`src/rtl/logic_pkg.sv`:
```
// -----------------------------------------------------------------------------
// logic_pkg
//   Shared definitions for the pipelined bitwise logic unit.
//   - op_e : 3-bit operation select. All eight encodings are defined, so no
//            illegal-op handling is needed anywhere downstream.
//   - OP_W : width of the operation select field.
// -----------------------------------------------------------------------------
package logic_pkg;

  localparam int OP_W = 3;

  typedef enum logic [OP_W-1:0] {
    OP_AND   = 3'd0,
    OP_OR    = 3'd1,
    OP_XOR   = 3'd2,
    OP_NAND  = 3'd3,
    OP_NOR   = 3'd4,
    OP_XNOR  = 3'd5,
    OP_ANDN  = 3'd6,   // a & ~b
    OP_PASSA = 3'd7
  } op_e;

endpackage : logic_pkg

```
`src/rtl/logic_op_core.sv`:
```
// -----------------------------------------------------------------------------
// logic_op_core
//   Purely combinational bitwise operator, WIDTH bits wide. There is no carry
//   chain and no sign/zero extension: every result bit depends only on the
//   operand bits in the same position.
//
// Ports
//   a   in  WIDTH  operand A
//   b   in  WIDTH  operand B
//   op  in  op_e   operation select
//   y   out WIDTH  result
// -----------------------------------------------------------------------------
module logic_op_core
  import logic_pkg::*;
#(
  parameter int WIDTH = 16
) (
  input  logic [WIDTH-1:0] a,
  input  logic [WIDTH-1:0] b,
  input  op_e              op,
  output logic [WIDTH-1:0] y
);

  always_comb begin
    y = '0;
    unique case (op)
      OP_AND:   y = a & b;
      OP_OR:    y = a | b;
      OP_XOR:   y = a ^ b;
      OP_NAND:  y = ~(a & b);
      OP_NOR:   y = ~(a | b);
      OP_XNOR:  y = ~(a ^ b);
      OP_ANDN:  y = a & ~b;
      OP_PASSA: y = a;
      default:  y = '0;
    endcase
  end

endmodule : logic_op_core

```
`src/rtl/logic_unit_pipe.sv`:
```
// -----------------------------------------------------------------------------
// logic_unit_pipe
//   Two-stage pipelined bitwise logic unit with valid/ready handshakes on both
//   sides. One operation per cycle when the consumer is ready; stalls without
//   loss or duplication under backpressure.
//
//   S1 holds the accepted operands and op. S2 holds the computed result and
//   its zero/negative flags, so the output pins are driven straight from
//   flops.
//
// Parameters
//   WIDTH  operand/result width (2..64)
//   CNT_W  width of the delivered-result counter
//
// Ports
//   clk        in   system clock, rising edge
//   rst        in   asynchronous active-high reset
//   in_valid   in   operands/op presented
//   in_ready   out  input accepted this cycle
//   in_a       in   operand A
//   in_b       in   operand B
//   in_op      in   operation select (logic_pkg::op_e encoding)
//   out_valid  out  result available
//   out_ready  in   consumer accepts result
//   out_y      out  result
//   out_zero   out  out_y == 0
//   out_neg    out  out_y MSB
//   op_count   out  number of results delivered (wraps)
// -----------------------------------------------------------------------------
module logic_unit_pipe
  import logic_pkg::*;
#(
  parameter int WIDTH = 16,
  parameter int CNT_W = 16
) (
  input  logic             clk,
  input  logic             rst,
  input  logic             in_valid,
  output logic             in_ready,
  input  logic [WIDTH-1:0] in_a,
  input  logic [WIDTH-1:0] in_b,
  input  logic [OP_W-1:0]  in_op,
  output logic             out_valid,
  input  logic             out_ready,
  output logic [WIDTH-1:0] out_y,
  output logic             out_zero,
  output logic             out_neg,
  output logic [CNT_W-1:0] op_count
);

  function automatic logic flag_zero(input logic [WIDTH-1:0] v);
    return (v == '0);
  endfunction

  function automatic logic flag_neg(input logic [WIDTH-1:0] v);
    return v[WIDTH-1];
  endfunction

  // Stage 1 state
  logic             s1_valid_q, s1_valid_d;
  logic [WIDTH-1:0] s1_a_q,     s1_a_d;
  logic [WIDTH-1:0] s1_b_q,     s1_b_d;
  op_e              s1_op_q,    s1_op_d;

  // Stage 2 state
  logic             s2_valid_q, s2_valid_d;
  logic [WIDTH-1:0] y_q,        y_d;
  logic             zero_q,     zero_d;
  logic             neg_q,      neg_d;

  logic [CNT_W-1:0] cnt_q,      cnt_d;

  logic             adv1;
  logic             adv2;
  logic             out_fire;
  logic [WIDTH-1:0] core_y;

  // A stage may load whenever it is empty or its current content leaves on
  // this edge. in_ready must not look at in_valid, otherwise a producer that
  // waits for in_ready before raising in_valid would deadlock.
  assign adv2     = !s2_valid_q || out_ready;
  assign adv1     = !s1_valid_q || adv2;
  assign in_ready = adv1;
  assign out_fire = s2_valid_q && out_ready;

  // ---- Input handshake -> S1 ----
  always_comb begin
    s1_valid_d = s1_valid_q;
    s1_a_d     = s1_a_q;
    s1_b_d     = s1_b_q;
    s1_op_d    = s1_op_q;
    if (adv1) begin
      s1_valid_d = in_valid;
      if (in_valid) begin
        s1_a_d  = in_a;
        s1_b_d  = in_b;
        s1_op_d = op_e'(in_op);
      end
    end
  end

  // ---- S1 -> operator -> S2 ----
  logic_op_core #(
    .WIDTH(WIDTH)
  ) u_core (
    .a  (s1_a_q),
    .b  (s1_b_q),
    .op (s1_op_q),
    .y  (core_y)
  );

  // Flags are derived from the same value that is loaded into y_q, so they
  // always match the registered result. When S1 is empty, y/flags keep their
  // last value; only s2_valid drops (bubble).
  always_comb begin
    s2_valid_d = s2_valid_q;
    y_d        = y_q;
    zero_d     = zero_q;
    neg_d      = neg_q;
    if (adv2) begin
      s2_valid_d = s1_valid_q;
      if (s1_valid_q) begin
        y_d    = core_y;
        zero_d = flag_zero(core_y);
        neg_d  = flag_neg(core_y);
      end
    end
  end

  // ---- S2 -> output handshake ----
  always_comb begin
    cnt_d = cnt_q;
    if (out_fire) begin
      cnt_d = cnt_q + CNT_W'(1);
    end
  end

  // Control and output state: cleared by reset so nothing in flight survives.
  always_ff @(posedge clk or posedge rst) begin
    if (rst) begin
      s1_valid_q <= 1'b0;
      s2_valid_q <= 1'b0;
      y_q        <= '0;
      zero_q     <= 1'b0;
      neg_q      <= 1'b0;
      cnt_q      <= '0;
    end else begin
      s1_valid_q <= s1_valid_d;
      s2_valid_q <= s2_valid_d;
      y_q        <= y_d;
      zero_q     <= zero_d;
      neg_q      <= neg_d;
      cnt_q      <= cnt_d;
    end
  end

  // S1 operands are only meaningful while s1_valid_q is set, so they carry
  // no reset.
  always_ff @(posedge clk) begin
    s1_a_q  <= s1_a_d;
    s1_b_q  <= s1_b_d;
    s1_op_q <= s1_op_d;
  end

  assign out_valid = s2_valid_q;
  assign out_y     = y_q;
  assign out_zero  = zero_q;
  assign out_neg   = neg_q;
  assign op_count  = cnt_q;

endmodule : logic_unit_pipe

```
`config.mk`:
```
export PLATFORM = sky130hd
export DESIGN_NAME = logic_unit_pipe
export DESIGN_NICKNAME = d
export VERILOG_FILES = /design/src/rtl/logic_pkg.sv /design/src/rtl/logic_op_core.sv /design/src/rtl/logic_unit_pipe.sv
export SDC_FILE = /design/constraint.sdc
export NUM_CORES = 1
export LEC_CHECK = 0
export ABC_AREA = 1
export CORE_MARGIN = 2
export CORE_UTILIZATION = 40
export DETAILED_ROUTE_END_ITERATION = 16
export GPL_ROUTABILITY_DRIVEN = 0
export MAX_ROUTING_LAYER = met4
export REMOVE_ABC_BUFFERS = 1
export SLEW_MARGIN = 0
export SYNTH_ARGS = -nofsm -noshare
export SYNTH_HDL_FRONTEND = slang
export SYNTH_SLANG_ARGS = --single-unit
```
`constraint.sdc`:
```
create_clock -name clk -period 2.4 [get_ports clk]
set_input_delay 0.48 -clock clk [delete_from_list [all_inputs] [get_ports clk]]
set_output_delay 0.48 -clock clk [all_outputs]
set_load 0.02 [all_outputs]
```
==> summary.md, run 1 <==
| Metric | Value |
|---|---|
| Critical path arrival | `1.74 ns` |
| Port bufs | `74` |
| Sink Count | `70` |
| Multi-input logic area | `around 2200 sq um` |
| Reg power frac | `40.3%` |
| Worst Max-Slew Pin Slew | `0.5088 ns` |
| Comb power frac | `30.2%` |
| Syn Area/Cell | `7.981 sq um` |
| DR WL/cell | `13.28 microns` |
| Vias in the first global route | `3800` |
| Run status | `finished, final reports clean` |
| Setup crit end kind | `primary output` |
| Hold WC Path Type | `reg -> reg` |
| Final Hold Fails | `0` |
| Synth Area in Compound Gates | `3.762%` |
| Drt first pass iters | `4` |
| Crit path kind | `in -> out` |
| Final core area utilization | `52.80%` |
| Crit-path max cell delay | `0.62 ns` |
| CTS Buf Count | `9` |
| Clock Tree Buf Depth | `2` |
| Pleak | `just under 3 nW` |
| Starting Density | `41.49%` |
| CP Cell Sequence | `clkdlybuf4s50_1 -> inv_1 -> nand3_1 -> clkdlybuf4s50_1` |
| Largest family of logic cells by synthesized area | `simple AND/OR/NAND/NOR gates` |
| Flops & latches, synth | `70` |
| R2R depth | `10` |
| CTS tree | `done` |
| Hold Path Sink | `out_y[3]$_DFFE_PP0P_` |
| IO Count | `75` |
| Switching pwr | `1.316 mW` |
| DRT antenna net count | `0` |
| Placed insts | `781` |
| Worst VDD drop | `roughly 470 uV` |
| Largest net degree at the start of global routing | `36` |
| Global-route wire length before repair | `17.94 mm` |
| Largest area contributor in the netlist | `edfxtp_1` |
| Detailed Place HPWL | `7.664 mm` |
| Routed Wire Length | `between 10 and 15 mm` |
| Count leader, synth | `nand2_1` |
| Minimum clock period | `2.224 ns` |
| Synth Area in Simple Gates | `27.68%` |
| Core box area | `10980 sq um` |
| Die H | `110.7 microns` |
| Yosys warns | `0` |
| Xor/xnor share of the synthesized area | `2.691%` |
| RSZ-0062 raised after global routing | `false` |
| Worst-skew pair later-pin latency | `0.33 ns` |
| Clock edge transition at the registers on the reported setup and hold paths | `0.06 ns` |
| Layout Skew | `0.004729 ns` |
| CTS Hold Buffers Added | `0` |
| Net switching fraction of the power | `32.63%` |
| Top_reg_cell synth | `edfxtp_1` |
| Layout cells sized above 1 | `around 6.7%` |
| Crit path max fanout | `3` |
| Cell Area, Synth | `around 4600 sq um` |
| CP max stage cell | `clkdlybuf4s50_1` |
| Initial antenna violation count | `0` |
| Grt total ovfl | `0` |
| Die X | `110.7 microns` |
| Type of origin of the critical path | `input port` |
| Final setup TNS | `0 ns` |
| Number of flops mapped to enable cells by yosys | `35` |
| Clock Tree Root | `clkbuf_16` |
| Post-Layout Cell Count | `797` |
| Worst hold path startpoint | `out_y[3]$_DFFE_PP0P_` |
| Hold path depth | `2` |
| Fillers | `1036` |
| Worst setup path startpoint | `out_ready` |
| Power Density | `695.7 nW/um^2` |
| Post-synthesis sequential area ratio | `42.28%` |
| Highest Clock Rate | `0.4496 GHz` |
| FP Rows | `38` |
| Die ar. | `12260 sq um` |
| Mux contribution to synthesized area | `0%` |
| Synth cell types | `26` |
| Post-CTS Setup Bufs | `0` |
| Top cells by area, synth | `edfxtp_1 23%, dfrtp_1 19%, ha_1 13%` |
| Post-cts resize count | `0` |
| Worst Path Required | `approximately 1.9 ns` |
| H-Tree Depth | `3` |
| Async SR Flop Fraction | `50.00%` |
| Top cell type's share of synthesized area | `23.06%` |
| Area delta synth->final | `27.27%` |
| Adder-cell share of the synthesized area | `13.45%` |
| Slew headroom | `66.08%` |
| Reg2reg end | `out_zero$_DFFE_PP0P_` |
| Synthesized instance count | `571` |
| Final Max Slew Viols | `0` |
| Worst R2R Start | `s1_op_q[0]$_DFFE_PP_` |
| Worst path bufs/invs | `3` |
| Starting DRT DRC Count | `~260` |
| Max Cap Violations | `0` |
| ANT cells | `0` |
| Total track usage | `18.37%` |
| Via Count | `3920` |
| R2r setup slk | `0.34 ns` |
| Top Family by Delay on Critical Path | `buffers and inverters` |
| Vias per cell | `4.918` |
| Final #Nets | `740` |
| Post-synth top cells | `150 x nand2_1, 90 x inv_1, 52 x nor2_1, 49 x ha_1, 39 x nand3_1` |
| Most common cell on crit path | `clkdlybuf4s50_1` |
| Internal power | `between 2 and 3 mW` |
| Final setup fails | `0` |
| Final period util | `between 90 and 100%` |
| Power share of the clock group | `between 20% and 30%` |
| DRC viols | `0` |
| Register area | `1927 sq um` |
-- routing by layer --
layer  vias up  track usage [%]  routed length (microns)
met2        96            29.41                     4907
met1      1841            23.37                     5033
met5         -                -                        0
li1       1971                -                        -
met3        12            4.647                      508
met4         0            4.833                      133
-- worst reg2reg max path, cell delays in order, from the launching register on --
cell and delay, ns:
edfxtp_1 0.66, buf_4 0.24, nand3_1 0.29, o21ai_0 0.28, nor2_1 0.07, nand2_1 0.06
nand2_1 0.08, nand3_1 0.10, nor2_1 0.05, nand3_1 0.07, nand2_1 0.05
-- power by group through the flow --
stage	combinational (mW)	sequential [mW]	clock (mW)
floorplan	0.461	1.82	0
global placement	1.20	1.64	0
detailed placement	1.23	1.65	0
CTS	1.23	1.63	1.24
global route	1.35	1.65	1.31
finish	1.22	1.63	1.19
-- per-stage QoR --
stage / instance area [sq um] / power (mW) / hold slack (ns) / setup WS, ns
floorplan: 4448 / 2.277 / 0.5789 / 0.03852
global route: 5799 / 4.306 / 0.4874 / 0.1106
detailed placement: 5532 / 2.872 / 0.4651 / 0.1456
finish: 5799 / 4.035 / 0.4769 / 0.1759
CTS: 5799 / 4.093 / 0.4813 / 0.1604
global placement: 5532 / 2.840 / 0.4641 / 0.1587
-- kinds of logic (layout without fill, tap and decap cells) --
group           count (synthesis)  after routing
compound gates                 34             34
xor+xnor                       14             14
fa+ha+maj                      49             49
buf+inv                       117            203
flops                          70             70
simple gates                  287            287
-- registers in the layout, summed over array words and instances (netlist names) --
name	cells
s1_b_q	16
s1_a_q	16
out_zero	1
op_count	16
s1_op_q	3
s1_valid_q	1
out_valid	1
out_y	16
-- cell type report --
| cell class | count | share of cell area [%] |
|---|---|---|
| clock buffer | 11 | 4.186 |
| clock inverter | 5 | 0.4315 |
| inverter | 94 | 6.084 |
| multi-input combinational | 384 | 37.39 |
| sequential | 70 | 33.23 |
| tap | 140 | 3.020 |
| timing repair buffer | 93 | 15.66 |
-- worst max-delay path by stage --
stage                                           to  slack (ns)  cells after the start
after floorplan               out_zero$_DFFE_PP0P_        0.04                     10
after global placement                    in_ready        0.16                      4
after detailed placement  op_count[15]$_DFFE_PP0P_        0.15                      9
after CTS                                 in_ready        0.16                      4
after global routing                      in_ready        0.11                      4
final                                     in_ready        0.18                      4
-- cell usage in the layout, fill, tap and decap left out --
master / n
nand3b_1: 8
dfrtp_1: 35
nand2_2: 1
inv_2: 4
nand3_1: 39
inv_1: 90
xnor2_1: 5
nor2_4: 1
nand3_2: 2
clkdlybuf4s50_1: 74
edfxtp_1: 35
nand4_1: 30
nor2_1: 52
o21ai_0: 27
o21ai_1: 5
nand2_1: 150
nor3_1: 2
clkinv_2: 5
nor2_2: 2
buf_12: 2
clkbuf_1: 1
clkbuf_16: 9
o22ai_1: 1
ha_1: 49
a21oi_1: 1
xor2_1: 9
clkbuf_8: 1
buf_4: 17
Power figures use the tool's default switching activity.
==> run 2: changes to the inputs <==
--- a/config.mk
+++ b/config.mk
@@ -6,7 +6,6 @@
 export NUM_CORES = 1
 export LEC_CHECK = 0
 export ABC_AREA = 1
-export CORE_MARGIN = 2
 export CORE_UTILIZATION = 40
 export DETAILED_ROUTE_END_ITERATION = 16
 export GPL_ROUTABILITY_DRIVEN = 0
==> run 2 against run 1 <==
  * Sequential share of layout area fell by 0.60 points
  * Sequential cell count did not move
  * Register-to-register slack improved by 0.03 ns
  * Routed wire length rose by 0.68%
  * Worst setup slack improved by 0.014 ns
  * Cell count rose by 0.13%
  * Count of clock-buffer cells in the layout did not move
  * Sequential power barely moved
  * First-iteration DRC count fell by 41%
  * Critical endpoint unchanged
  * Largest cell class unchanged
  * Largest power group unchanged
==> summary.md, run 2 (same netlist as run 1, synthesis figures left out) <==
| Metric | Value |
|---|---|
| CTS Hold Buffers Added | `0 (unchanged)` |
| Power, Total | `4.460 mW (+11%)` |
| Port bufs | `74 (unchanged)` |
| Minimum clock period | `2.210 ns (-0.01359 ns)` |
| DR WL/cell | `13.35 microns (+0.55%)` |
| Run status | `finished, final reports clean` |
| DR WL met3 | `425 microns (-16%)` |
| Most frequent cells in the layout | `150 x nand2_1, 90 x inv_1, 74 x clkdlybuf4s50_1` |
| Slew headroom | `67.31% (+1.2 points)` |
| Final setup TNS | `0 ns (unchanged)` |
| Vias in the first global route | `3750 (-1.3%)` |
| Pleak | `2.985 nW (+1.5%)` |
| RSZ-0062 raised after global routing | `false` |
| Critical path arrival | `1.73 ns (about the same)` |
| Final core area utilization | `53.77% (+0.97 points)` |
| Commonest non-fill, non-tap cell in the layout | `nand2_1` |
| Starting DRT DRC Count | `152 (-41%)` |
| Fillers | `1064 (+2.7%)` |
| Detailed Place HPWL | `7.766 mm (+1.3%)` |
| Sink Count | `70 (unchanged)` |
| IO Count | `75 (unchanged)` |
| Hold path depth | `1 (-1)` |
| Post-CTS Setup Bufs | `0 (unchanged)` |
| Max Used Layer | `met4` |
| Worst Max-Slew Pin Slew | `0.4903 ns (-0.01850 ns)` |
| Clock Tree Root | `clkbuf_16` |
| Hold slack | `0.4693 ns (-0.007644 ns)` |
| Worst-skew pair later-pin latency | `0.33 ns (about the same)` |
| Crit path max fanout | `3 (unchanged)` |
| Max Cap Violations | `0 (unchanged)` |
| CTS Buf Count | `9 (unchanged)` |
| Finished Cell Area | `5906 sq um (+1.8%)` |
| Routed met2 length | `5.125 mm (+4.4%)` |
| Type of origin of the critical path | `input port` |
| Routed Wire Length | `10.65 mm (+0.68%)` |
| Drt first pass iters | `5 (+1)` |
| Grt total ovfl | `0 (unchanged)` |
| Multi-input logic area | `2168 sq um (unchanged)` |
| Die X | `108.7 microns (-1.8%)` |
| Final period util | `92.10% (-0.57 points)` |
| DRC viols | `0 (unchanged)` |
| FP Rows | `38 (unchanged)` |
| Largest net degree at the start of global routing | `36 (unchanged)` |
| Final Hold Fails | `0 (unchanged)` |
| Via Count | `3903 (-0.43%)` |
| DRT antenna net count | `0 (unchanged)` |
| Layout Skew | `0.008421 ns (+0.003692 ns)` |
| M1 wire length | `4.921 mm (-2.2%)` |
| Clock Tree Buf Depth | `2 (unchanged)` |
| ANT cells | `0 (unchanged)` |
| Worst VDD drop | `461.2 uV (-1.6%)` |
| R2R depth | `11 (+1)` |
| Hold WC Path Type | `reg -> reg` |
| Starting Density | `41.49% (unchanged)` |
| Power Density | `755.2 nW/um^2 (+8.5%)` |
| Total track usage | `20.14% (+1.8 points)` |
| Final setup fails | `0 (unchanged)` |
| Highest Clock Rate | `0.4524 GHz (+0.61%)` |
| Clock edge transition at the registers on the reported setup and hold paths | `0.06 ns (about the same)` |
| Global-route wire length before repair | `17.86 mm (-0.42%)` |
| CTS tree | `done` |
| Register area | `1927 sq um (unchanged)` |
| H-Tree Depth | `3 (unchanged)` |
| Vias per cell | `4.891 (-0.56%)` |
| Setup crit end kind | `primary output` |
| Area delta synth->final | `29.60%` |
| Worst Path Required | `1.92 ns (about the same)` |
| Initial antenna violation count | `0 (unchanged)` |
| Layout cells sized above 1 | `6.991% (+0.29 points)` |
| Die ar. | `11820 sq um (-3.6%)` |
| Final Max Slew Viols | `0 (unchanged)` |
| Area after DPL | `5539 sq um (+0.14%)` |
| Final #Nets | `741 (+0.14%)` |
| Crit path kind | `in -> out` |
| Post-cts resize count | `0 (unchanged)` |
| Die H | `108.7 microns (-1.8%)` |
| Core box area | `10980 sq um (unchanged)` |
-- run 2: metrics by stage --
step | cells | worst slack, ns
after global placement | 782 | 0.1796
after detailed placement | 782 | 0.1515
after global routing | 798 | 0.1360
after floorplan | 548 | 0.03852
after CTS | 798 | 0.1753
final | 798 | 0.1895
-- run 2: routing by layer --
layer	track usage, %	vias up
met2	33.68	109
li1	-	1980
met5	-	-
met1	24.98	1799
met4	7.336	0
met3	2.510	15
-- run 2: power by group --
group / internal [mW] / switching [mW]
Combinational: 0.536 / 0.679
Sequential: 1.47 / 0.164
Clock: 1.10 / 0.509
Total: 3.11 / 1.35
-- run 2: worst paths after layout --
kind / startpoint / end / slack (ns)
max: out_ready / in_ready / 0.19
min reg2reg: op_count[15]$_DFFE_PP0P_ / op_count[15]$_DFFE_PP0P_ / 0.47
min in group asynchronous: rst / op_count[14]$_DFFE_PP0P_ / 0.58
max reg2reg: s1_op_q[2]$_DFFE_PP_ / out_zero$_DFFE_PP0P_ / 0.37
max in group asynchronous: rst / out_zero$_DFFE_PP0P_ / 1.48
min: op_count[15]$_DFFE_PP0P_ / op_count[15]$_DFFE_PP0P_ / 0.47
-- run 2: layout make-up --
class / instances / share of cell area [%]
sequential: 70 / 32.63
clock inverter: 5 / 1.737
timing repair buffer: 94 / 15.51
clock buffer: 11 / 4.470
multi-input combinational: 384 / 36.72
inverter: 94 / 5.975
tap: 140 / 2.966
-- run 2: worst max-delay path, cell delays in order --
cell and delay [ns]:
clkdlybuf4s50_1 0.47, inv_1 0.06, nand3_1 0.11, clkdlybuf4s50_1 0.62
==> run 3: changes to the inputs <==
--- a/config.mk
+++ b/config.mk
@@ -6,6 +6,7 @@
 export NUM_CORES = 1
 export LEC_CHECK = 0
 export ABC_AREA = 1
+export CAP_MARGIN = 20
 export CORE_UTILIZATION = 40
 export DETAILED_ROUTE_END_ITERATION = 16
 export GPL_ROUTABILITY_DRIVEN = 0
==> results of run 3 <==
Final layout, timing and power as in run 2 (identical DEF).
